**config.mk**
```make
export PLATFORM = sky130hd
export DESIGN_NAME = epsilon_greedy_scheduler
export DESIGN_NICKNAME = d
export VERILOG_FILES = /design/src/rtl/rl_pkg.sv /design/src/rtl/q_argmax.sv /design/src/rtl/epsilon_greedy_scheduler.sv
export SDC_FILE = /design/constraint.sdc
export NUM_CORES = 1
export LEC_CHECK = 0
export BUFFER_PORTS_ARGS = -buffer_cell sky130_fd_sc_hd__buf_2
export CORE_MARGIN = 4
export CORE_UTILIZATION = 38
export DETAILED_ROUTE_END_ITERATION = 16
export MAX_ROUTING_LAYER = met4
export PLACE_DENSITY = 0.68
export SYNTH_ARGS = -nofsm -noshare
export SYNTH_HDL_FRONTEND = slang
export SYNTH_SLANG_ARGS = --single-unit
```
**constraint.sdc**
```tcl
create_clock -name clk -period 6.8 [get_ports clk]
set_clock_uncertainty 0.05 [all_clocks]
set_input_delay 0 -clock clk [delete_from_list [all_inputs] [get_ports clk]]
set_output_delay 0 -clock clk [all_outputs]
set_load 0.03 [all_outputs]
```
**src/rtl/rl_pkg.sv**
```systemverilog
// Shared types and helpers for the epsilon-greedy action scheduler.
// Holds the Q-vector layout, scheduler FSM encoding and LFSR step.
package rl_pkg;

    localparam int Q_W       = 16;
    localparam int N_ACTIONS = 4;
    localparam int EPS_FRAC  = 8;

    localparam logic [15:0] LFSR_MASK = 16'hB400;

    typedef enum logic [2:0] {
        ST_IDLE   = 3'd0,
        ST_FETCH  = 3'd1,
        ST_WAIT   = 3'd2,
        ST_DECIDE = 3'd3,
        ST_OUT    = 3'd4
    } sched_state_t;

    // Element i holds the signed Q8.8 value for action i.
    typedef logic [N_ACTIONS-1:0][Q_W-1:0] q_vec_t;

    function automatic logic [15:0] lfsr_step(input logic [15:0] s);
        return {1'b0, s[15:1]} ^ (s[0] ? LFSR_MASK : 16'h0000);
    endfunction

    function automatic logic [N_ACTIONS-1:0] idx_to_onehot(input logic [1:0] idx);
        return 4'b0001 << idx;
    endfunction

endpackage

```
**src/rtl/q_argmax.sv**
```systemverilog
// Combinational signed argmax over the four Q-values.
// Only a strictly greater value replaces the running best, so ties keep the lower index.
module q_argmax
    import rl_pkg::*;
(
    input  q_vec_t     q_vec,
    output logic [1:0] max_idx
);

    logic signed [Q_W-1:0] best_val_s;
    logic [1:0]            best_idx_s;

    // Linear scan keeping the first occurrence of the maximum.
    always_comb begin
        best_val_s = $signed(q_vec[0]);
        best_idx_s = 2'd0;
        for (int i = 1; i < N_ACTIONS; i++) begin
            if ($signed(q_vec[i]) > best_val_s) begin
                best_val_s = $signed(q_vec[i]);
                best_idx_s = i[1:0];
            end else begin
                best_val_s = best_val_s;
            end
        end
    end

    assign max_idx = best_idx_s;

endmodule

```
**src/rtl/epsilon_greedy_scheduler.sv**
```systemverilog
// Epsilon-greedy action scheduler: fetches Q-values, explores or exploits, decays epsilon.
// Optional ACT_SEL_STATS_EN adds saturating explore/exploit handshake counters.
module epsilon_greedy_scheduler
    import rl_pkg::*;
#(
    parameter int          STATE_W   = 4,
    parameter int          Q_W       = 16,
    parameter logic [15:0] EPS_INIT  = 16'h0100,
    parameter logic [15:0] EPS_MIN   = 16'h000D,
    parameter int          EPS_SHIFT = 5,
    parameter logic [15:0] LFSR_SEED = 16'hACE1
) (
    input  logic               clk,
    input  logic               rst,
    input  logic               req_valid,
    output logic               req_ready,
    input  logic [STATE_W-1:0] req_state,
    input  logic               episode_end,
    output logic               q_rd_en,
    output logic [STATE_W-1:0] q_rd_addr,
    input  logic [4*Q_W-1:0]   q_rd_data,
    output logic               act_valid,
    input  logic               act_ready,
    output logic [3:0]         act_onehot,
    output logic               act_explore,
    output logic [15:0]        epsilon_out
`ifdef ACT_SEL_STATS_EN
    ,
    output logic [15:0]        explore_cnt,
    output logic [15:0]        exploit_cnt
`endif
);

    sched_state_t state_r;
    logic [15:0]  lfsr_r;
    logic [15:0]  eps_r;
    q_vec_t       q_r;

    logic [1:0]   greedy_idx_s;
    logic [1:0]   act_idx_s;
    logic         explore_s;
    logic [15:0]  eps_dec_s;
    logic [15:0]  eps_next_s;

    q_argmax u_argmax (
        .q_vec   (q_r),
        .max_idx (greedy_idx_s)
    );

    // Explore/exploit choice and the next decayed epsilon.
    always_comb begin
        explore_s  = ({{(16-EPS_FRAC){1'b0}}, lfsr_r[EPS_FRAC-1:0]} < eps_r);
        act_idx_s  = greedy_idx_s;
        if (explore_s) begin
            act_idx_s = lfsr_r[EPS_FRAC+1:EPS_FRAC];
        end else begin
            act_idx_s = greedy_idx_s;
        end
        eps_dec_s  = eps_r - (eps_r >> EPS_SHIFT);
        eps_next_s = eps_dec_s;
        if (eps_dec_s < EPS_MIN) begin
            eps_next_s = EPS_MIN;
        end else begin
            eps_next_s = eps_dec_s;
        end
    end

    // Request sequencing FSM with registered handshake and memory outputs.
    always_ff @(posedge clk or posedge rst) begin
        if (rst) begin
            state_r     <= ST_IDLE;
            lfsr_r      <= LFSR_SEED;
            q_r         <= '0;
            req_ready   <= 1'b1;
            q_rd_en     <= 1'b0;
            q_rd_addr   <= '0;
            act_valid   <= 1'b0;
            act_onehot  <= 4'b0000;
            act_explore <= 1'b0;
        end else begin
            case (state_r)
                ST_IDLE: begin
                    if (req_valid) begin
                        state_r   <= ST_FETCH;
                        req_ready <= 1'b0;
                        q_rd_en   <= 1'b1;
                        q_rd_addr <= req_state;
                    end else begin
                        state_r   <= ST_IDLE;
                    end
                end
                ST_FETCH: begin
                    q_rd_en <= 1'b0;
                    state_r <= ST_WAIT;
                end
                ST_WAIT: begin
                    q_r     <= q_vec_t'(q_rd_data);
                    state_r <= ST_DECIDE;
                end
                ST_DECIDE: begin
                    act_onehot  <= idx_to_onehot(act_idx_s);
                    act_explore <= explore_s;
                    lfsr_r      <= lfsr_step(lfsr_r);
                    act_valid   <= 1'b1;
                    state_r     <= ST_OUT;
                end
                ST_OUT: begin
                    if (act_ready) begin
                        act_valid <= 1'b0;
                        req_ready <= 1'b1;
                        state_r   <= ST_IDLE;
                    end else begin
                        state_r   <= ST_OUT;
                    end
                end
                default: begin
                    state_r   <= ST_IDLE;
                    req_ready <= 1'b1;
                    q_rd_en   <= 1'b0;
                    act_valid <= 1'b0;
                end
            endcase
        end
    end

    // Epsilon decays on every episode_end pulse regardless of FSM state.
    always_ff @(posedge clk or posedge rst) begin
        if (rst) begin
            eps_r <= EPS_INIT;
        end else if (episode_end) begin
            eps_r <= eps_next_s;
        end else begin
            eps_r <= eps_r;
        end
    end

    assign epsilon_out = eps_r;

`ifdef ACT_SEL_STATS_EN
    // Saturating counts of accepted explore and exploit actions.
    always_ff @(posedge clk or posedge rst) begin
        if (rst) begin
            explore_cnt <= 16'h0000;
            exploit_cnt <= 16'h0000;
        end else if (act_valid && act_ready) begin
            if (act_explore) begin
                explore_cnt <= (explore_cnt == 16'hFFFF) ? explore_cnt : explore_cnt + 16'd1;
            end else begin
                exploit_cnt <= (exploit_cnt == 16'hFFFF) ? exploit_cnt : exploit_cnt + 16'd1;
            end
        end else begin
            explore_cnt <= explore_cnt;
            exploit_cnt <= exploit_cnt;
        end
    end
`endif

endmodule

```
==> results of run 1 <==
[layout by cell type, fill, tap and decap left out, types with 9 or more instances in the layout]
cell type,count
a21o_1,10
dfstp_2,10
inv_1,46
nand4_1,11
dlygate4sd3_1,71
mux2_2,66
nand2_1,70
nor2_1,30
dfrtp_1,101
clkbuf_16,9
mux2i_1,16
nand3_1,13
buf_2,100
a21oi_1,31
o21ai_0,58
nor3_1,10
xnor2_1,10
ha_1,66
[worst paths after layout]
kind                                             start                    endpoint  cells past startpoint
worst max-delay path               q_r[30]$_DFFE_PP0P_   act_onehot[2]$_DFFE_PP0P_                     23
worst min-delay path                       episode_end  epsilon_out[8]$_DFFE_PP1P_                      3
worst max register to register     q_r[30]$_DFFE_PP0P_   act_onehot[2]$_DFFE_PP0P_                     23
worst min register to register  lfsr_r[12]$_DFFE_PP0P_      lfsr_r[12]$_DFFE_PP0P_                      2
max in group asynchronous                          rst          q_r[5]$_DFFE_PP0P_                      4
min in group asynchronous                          rst  epsilon_out[6]$_DFFE_PP0P_                      3
[Yosys cell counts, types with 6 or more instances]
| cell | count | area (um^2) |
|---|---|---|
| dfrtp_1 | 101 | 2530 |
| nand2_1 | 70 | 263 |
| ha_1 | 66 | 826 |
| mux2_2 | 66 | 743 |
| o21ai_0 | 58 | 290 |
| inv_1 | 47 | 176 |
| a21oi_1 | 31 | 155 |
| nor2_1 | 30 | 113 |
| clkbuf_1 | 21 | 78.8 |
| mux2i_1 | 16 | 160 |
| nand3_1 | 13 | 65.1 |
| nand4_1 | 11 | 68.8 |
| a21o_1 | 10 | 75.1 |
| dfstp_2 | 10 | 263 |
| nor3_1 | 10 | 50.1 |
| xnor2_1 | 10 | 87.6 |
| nor2b_1 | 9 | 56.3 |
| a211oi_1 | 6 | 45.0 |
| buf_2 | 6 | 30.0 |
| nand2b_1 | 6 | 37.5 |
| or3_1 | 6 | 37.5 |
[registers in the layout, indices dropped and copies added (netlist names)]
name and flops:
q_r 64, epsilon_out 16, lfsr_r 16, act_onehot 4, q_rd_addr 4, state_r 3
act_explore 1, act_valid 1, q_rd_en 1, req_ready 1
[per-layer routing]
layer	global-route usage [%]	vias up	wire length, um
met5	-	-	0
met4	5.45	0	331
met3	2.45	28	645
met2	25.8	113	7580
met1	24.3	2637	8200
li1	-	2799	-
[metrics by stage]
stage / hold slack, ns / worst slack, ns
finish: 0.0155 / 0.668
global route: 0.0405 / 0.136
CTS: 0.0121 / 0.547
detailed placement: 0.0804 / 0.600
global placement: 0.0710 / 0.832
floorplan: 0.0668 / 1.30
[kinds of logic (layout without fill, tap and decap cells)]
kind of cell / count (synthesis) / count (layout)
AO/OA/AOI/OAI: 155 / 155
XOR/XNOR: 13 / 13
adder cells (fa/ha/maj): 67 / 67
buffers and inverters: 77 / 239
flip-flops: 111 / 111
multiplexers: 83 / 83
AND/OR/NAND/NOR: 183 / 183
[critical path, stage by stage, from the launching register on]
cell      delay (ns)
dfrtp_1         0.41
ha_1            0.29
nand4_1         0.15
or4_1           0.56
o21ai_0         0.19
o31a_2          0.30
buf_4           0.22
mux2i_1         0.38
ha_1            0.32
and4_1          0.18
nand2_1         0.10
a21oi_1         0.07
o31a_1          0.29
o21ai_2         0.37
buf_4           0.30
o21ai_0         0.11
ha_1            0.32
nand4_1         0.15
nor2_1          0.18
o22ai_1         0.12
o31ai_1         0.34
o21ai_0         0.19
o2bb2a_1        0.32
o21ai_0         0.13
[final cells by class]
type	instances	area, um^2	share of cell area (%)
clock buffers	10	239	2.76
clock inverters	6	115	1.33
well taps	225	282	3.26
multi-input cells	501	3790	43.9
repair buffers	176	1250	14.4
flip-flops and latches	111	2790	32.3
inverters	47	179	2.07
[repair_timing]
| action | 4_1_cts | 5_1_grt |
|---|---|---|
| endpoints found under the setup margin | 0 | 1 |
| hold buffers | 71 | 0 |
| hold endpoints to repair | 115 | 0 |
| resized for setup | 0 | 1 |
==> flow_summary_export.csv, run 1 <==
group,metric,value,unit
setup_path,cp_max_fo,22,
placed_design,dpl.cell_count,989,
global_routing,grt_remaining_overflow,0,
layout,final_area,0.00865,mm^2
placed_design,gp_congestion,0.846,
die,coreArea,0.0175,mm^2
yosys,synth_top_family_by_area,"compound AO/OA/AOI/OAI gates",
yosys,synth_adder_area_share,12.3,%
routing,viasPerCell,5.18,
yosys,yosys_warnings,0,
routing,vias,5577,
routing,detail_route.wl_per_cell,15.6,um
yosys,syn-cell-area,0.00688,mm^2
clocking,cts_htree_levels,3,
global_routing,track_usage,17.3,%
layout,area_delta_synth_final,25.7,%
yosys,synthMuxAreaShare,13.4,%
clocking,cts_setup_buffers,0,
die,die_area,0.0203,mm^2
routing,wirelength,16800,um
global_routing,antenna_found_initial,0,
sta,rsz0062_at_grt,"false",
clocking,cts.sinks,111,
routing,antenna_left,0,
clocking,cts_max_path_buffers,2,
yosys,synth_compound_area_share,14.4,%
die,die_h,143,um
routing,drc,0,
sta,fin_setup_tns,0,ns
layout,num_antenna_cells,0,
yosys,synth-simple-area-share,13.2,%
routing,first_pass_iters,6,
sta,min_period_over_period,90.2,%
sta,max_slew.worst_pin.slew,1.00,ns
sta,finalSetupViolations,0,
yosys,yosys.area_share.xor_xnor,1.66,%
setup_path,crit_arrival,6.34,ns
clocking,tritoncts,"yes",
die,start_util,39.2,%
global_routing,grt_max_degree,63,
sta,slew_violations,0,
clocking,cts_made_buffers,9,
layout,fin_cells,1076,
yosys,ys_seq_area_share,40.6,%
yosys,syn_avg_cell_area,9.98,um^2
placed_design,post_dp_cell_area,0.00758,mm^2
yosys,syn_inst,689,
layout,final_util,49.3,%
setup_path,r2r_slack,0.67,ns
die,ioPinCount,101,
global_routing,grt_pass1_wl,27300,um
layout,drive_gt1_share,25.1,%
yosys,synth_edf_count,0,
layout,fin_nets,986,
yosys,ys_types,70,
clocking,clkTransAtPathRegs,0.08,ns
setup_path,required,7.01,ns
layout,fillCellCount,1620,
setup_path,critPathLaunchType,"flop",
yosys,synth_ff_type,"dfrtp_1",
placed_design,dp_hpwl,12100,um
setup_path,endpoint_kind,"flop",
sta,clock.fmax,163,MHz
yosys,synthArstFlopShare,100,%
die,num_rows,48,
yosys,synth_fp_nets,829,
yosys,ys_ff_latch,111,
die,die_width,143,um
sta,period_minus_slack,6.13,ns
setup_path,crit_type,"reg2reg",
placed_design,port_buffers,100,
hold_path,holdCritPathClass,"in2reg",
sta,hold_viol,0,
global_routing,grt_pass1_vias,5449,
sta,maxSlewHeadroom,32.9,%
flow_run,drv_cap,0,
routing,dr.first_iter.drc_count,347,
clocking,clock_latency,0.36,ns
outcome,status,"completed",
clocking,root_buffer,"clkbuf_16",
Power of run 1 is left out: the tool's default activity adds up to more than one toggle a clock period on the data nets, which glitch-free logic cannot reach.
==> run 2: changes to the inputs <==
--- a/config.mk
+++ b/config.mk
@@ -10,7 +10,8 @@
 export CORE_UTILIZATION = 38
 export DETAILED_ROUTE_END_ITERATION = 16
 export MAX_ROUTING_LAYER = met4
-export PLACE_DENSITY = 0.68
+export PLACE_DENSITY = 0.7
+export SLEW_MARGIN = 10
 export SYNTH_ARGS = -nofsm -noshare
 export SYNTH_HDL_FRONTEND = slang
 export SYNTH_SLANG_ARGS = --single-unit
==> constraint.sdc (replaced) <==
create_clock -name clk -period 5.2 [get_ports clk]
set_clock_uncertainty 0.05 [all_clocks]
set_input_delay 0 -clock clk [delete_from_list [all_inputs] [get_ports clk]]
set_output_delay 0 -clock clk [all_outputs]
set_load 0.03 [all_outputs]
==> flow_summary_export.csv, run 2 (synthesis gave the netlist of run 1 again) <==
group,metric,value,unit
outcome,status,"finished, violations left",
outcome,violations,"setup timing",
sta,setup_slack,-0.412,ns
routing,antenna_left,0,
clocking,cts_htree_levels,3,
sta,finalSetupViolations,4,
sta,rsz0062_at_grt,"true",
setup_path,r2r_slack,-0.41,ns
flow_run,drv_cap,0,
setup_path,cp_max_fo,7,
routing,first_pass_iters,5,
setup_path,endpoint_kind,"flop",
layout,fin_cells,1151,
routing,viasPerCell,5.26,
clocking,tritoncts,"yes",
sta,maxSlewHeadroom,30.9,%
layout,layout_common_cells,"101 x dfrtp_1, 100 x buf_2, 73 x buf_4",
clocking,root_buffer,"clkbuf_16",
layout,num_antenna_cells,0,
hold_path,min_to,"epsilon_out[8]$_DFFE_PP1P_",
placed_design,dpl.cell_count,1042,
layout,fin_nets,1061,
setup_path,reg2reg_depth,25,
setup_path,crit_arrival,5.84,ns
layout,area_delta_synth_final,40.4,%
layout,largest-register,"q_r",
global_routing,grt_pass1_vias,6121,
die,die_width,143,um
setup_path,path_delay_family,"compound AO/OA/AOI/OAI gates",
clocking,clkTransAtPathRegs,0.08,ns
sta,holdWs,0.0297,ns
die,num_rows,48,
hold_path,hold_start,"episode_end",
hold_path,whs_path_depth,3,
die,ioPinCount,101,
routing,detail_route.wl_per_cell,17.0,um
layout,final_common_cell,"dfrtp_1",
hold_path,holdCritPathClass,"in2reg",
layout,multi_input_area,0.00424,mm^2
clocking,cts.sinks,111,
global_routing,grt_max_degree,84,
routing,dr.first_iter.drc_count,464,
setup_path,critPathBufInv,4,
setup_path,required,5.43,ns
clocking,cts_made_buffers,9,
placed_design,dp_hpwl,12900,um
die,die_area,0.0203,mm^2
clocking,cts_max_path_buffers,2,
placed_design,gp_congestion,0.890,
sta,period_minus_slack,5.61,ns
setup_path,crit_type,"reg2reg",
layout,drive_gt1_share,37.6,%
clocking,clock_latency,0.36,ns
die,coreArea,0.0175,mm^2
setup_path,crit_slowest_cell,"o31a_1",
setup_path,critPathLaunchType,"flop",
setup_path,max_stage_delay,0.39,ns
sta,clock.fmax,178,MHz
die,start_util,39.2,%
routing,drc,0,
setup_path,r2r_end,"act_onehot[0]$_DFFE_PP0P_",
setup_path,r2r-start,"q_r[6]$_DFFE_PP0P_",
sta,hold_viol,0,
sta,max_slew.worst_pin.slew,1.03,ns
global_routing,grt_remaining_overflow,0,
sta,slew_violations,0,
routing,wirelength,19600,um
die,die_h,143,um
layout,seq_area,0.00279,mm^2
sta,min_period_over_period,108,%
layout,largest_reg_flops,64,
layout,fillCellCount,1495,
global_routing,grt_pass1_wl,31400,um
global_routing,track_usage,19.7,%
global_routing,antenna_found_initial,0,
placed_design,port_buffers,100,
routing,vias,6049,
[run 2: timing repair]
action / CTS / global route
hold buffers: 71 / 0
setup endpoints to repair: 4 / 4
pin swaps: 22 / 11
setup buffers: 11 / 7
resized for setup: 47 / 51
cloned: 2 / 2
hold endpoints to repair: 127 / 0
[run 2: area by class of cell]
cell class	count	share of cell area, %
sequential	111	28.9
clock buffer	12	2.66
timing repair buffer	251	19.0
multi-input combinational	501	43.9
inverter	47	1.85
clock inverter	4	0.803
tap	225	2.91
[run 2: worst max-delay path by stage]
stage                         from                         to  slack, ns  depth (start not counted)
5_1_grt        q_r[13]$_DFFE_PP0P_  act_onehot[0]$_DFFE_PP0P_      -0.64                         24
6_report        q_r[6]$_DFFE_PP0P_  act_onehot[0]$_DFFE_PP0P_      -0.41                         25
3_3_place_gp   q_r[15]$_DFFE_PP0P_  act_onehot[2]$_DFFE_PP0P_      -0.21                         24
4_1_cts        q_r[26]$_DFFE_PP0P_  act_onehot[0]$_DFFE_PP0P_      -0.21                         23
2_1_floorplan  q_r[31]$_DFFE_PP0P_  act_onehot[2]$_DFFE_PP0P_       0.03                         24
3_5_place_dp   q_r[13]$_DFFE_PP0P_  act_onehot[2]$_DFFE_PP0P_      -0.43                         25
[run 2: worst reg2reg max path, cell delays in order, from the launching register on]
cell	delay, ns
dfrtp_1	0.35
inv_1	0.06
ha_1	0.32
buf_4	0.15
a21oi_1	0.13
a21boi_0	0.10
o31a_1	0.30
o31a_1	0.39
buf_4	0.17
mux2i_2	0.28
ha_1	0.32
a21oi_1	0.18
o21ai_0	0.12
a221oi_2	0.37
nor4_4	0.07
o21ai_4	0.24
buf_6	0.17
mux2_4	0.31
ha_4	0.16
nor2b_4	0.11
o211ai_1	0.10
and4b_2	0.25
o31ai_4	0.31
o21ai_2	0.12
nor3b_2	0.18
nor3b_2	0.22
[run 2: per-layer routing]
layer / vias up / share of wire (%) / track usage, %
met2: 157 / 48 / 29.8
met5: - / 0 / -
met3: 41 / 3.7 / 2.49
met4: 0 / 2.9 / 8.00
li1: 2955 / - / -
met1: 2896 / 46 / 26.8
[run 2: stage by stage]
stage          setup WS, ns  utilization [%]  TNS, ns  instance area, um^2
6_report             -0.412             55.1    -1.36                 9660
5_1_grt              -0.642             55.1    -2.34                 9660
4_1_cts              -0.211             53.3   -0.655                 9360
3_5_place_dp         -0.430             45.5    -1.43                 7980
3_3_place_gp         -0.211             45.5   -0.509                 7980
2_1_floorplan        0.0258                -        0                 6910
Power of run 2 is left out for the same reason.
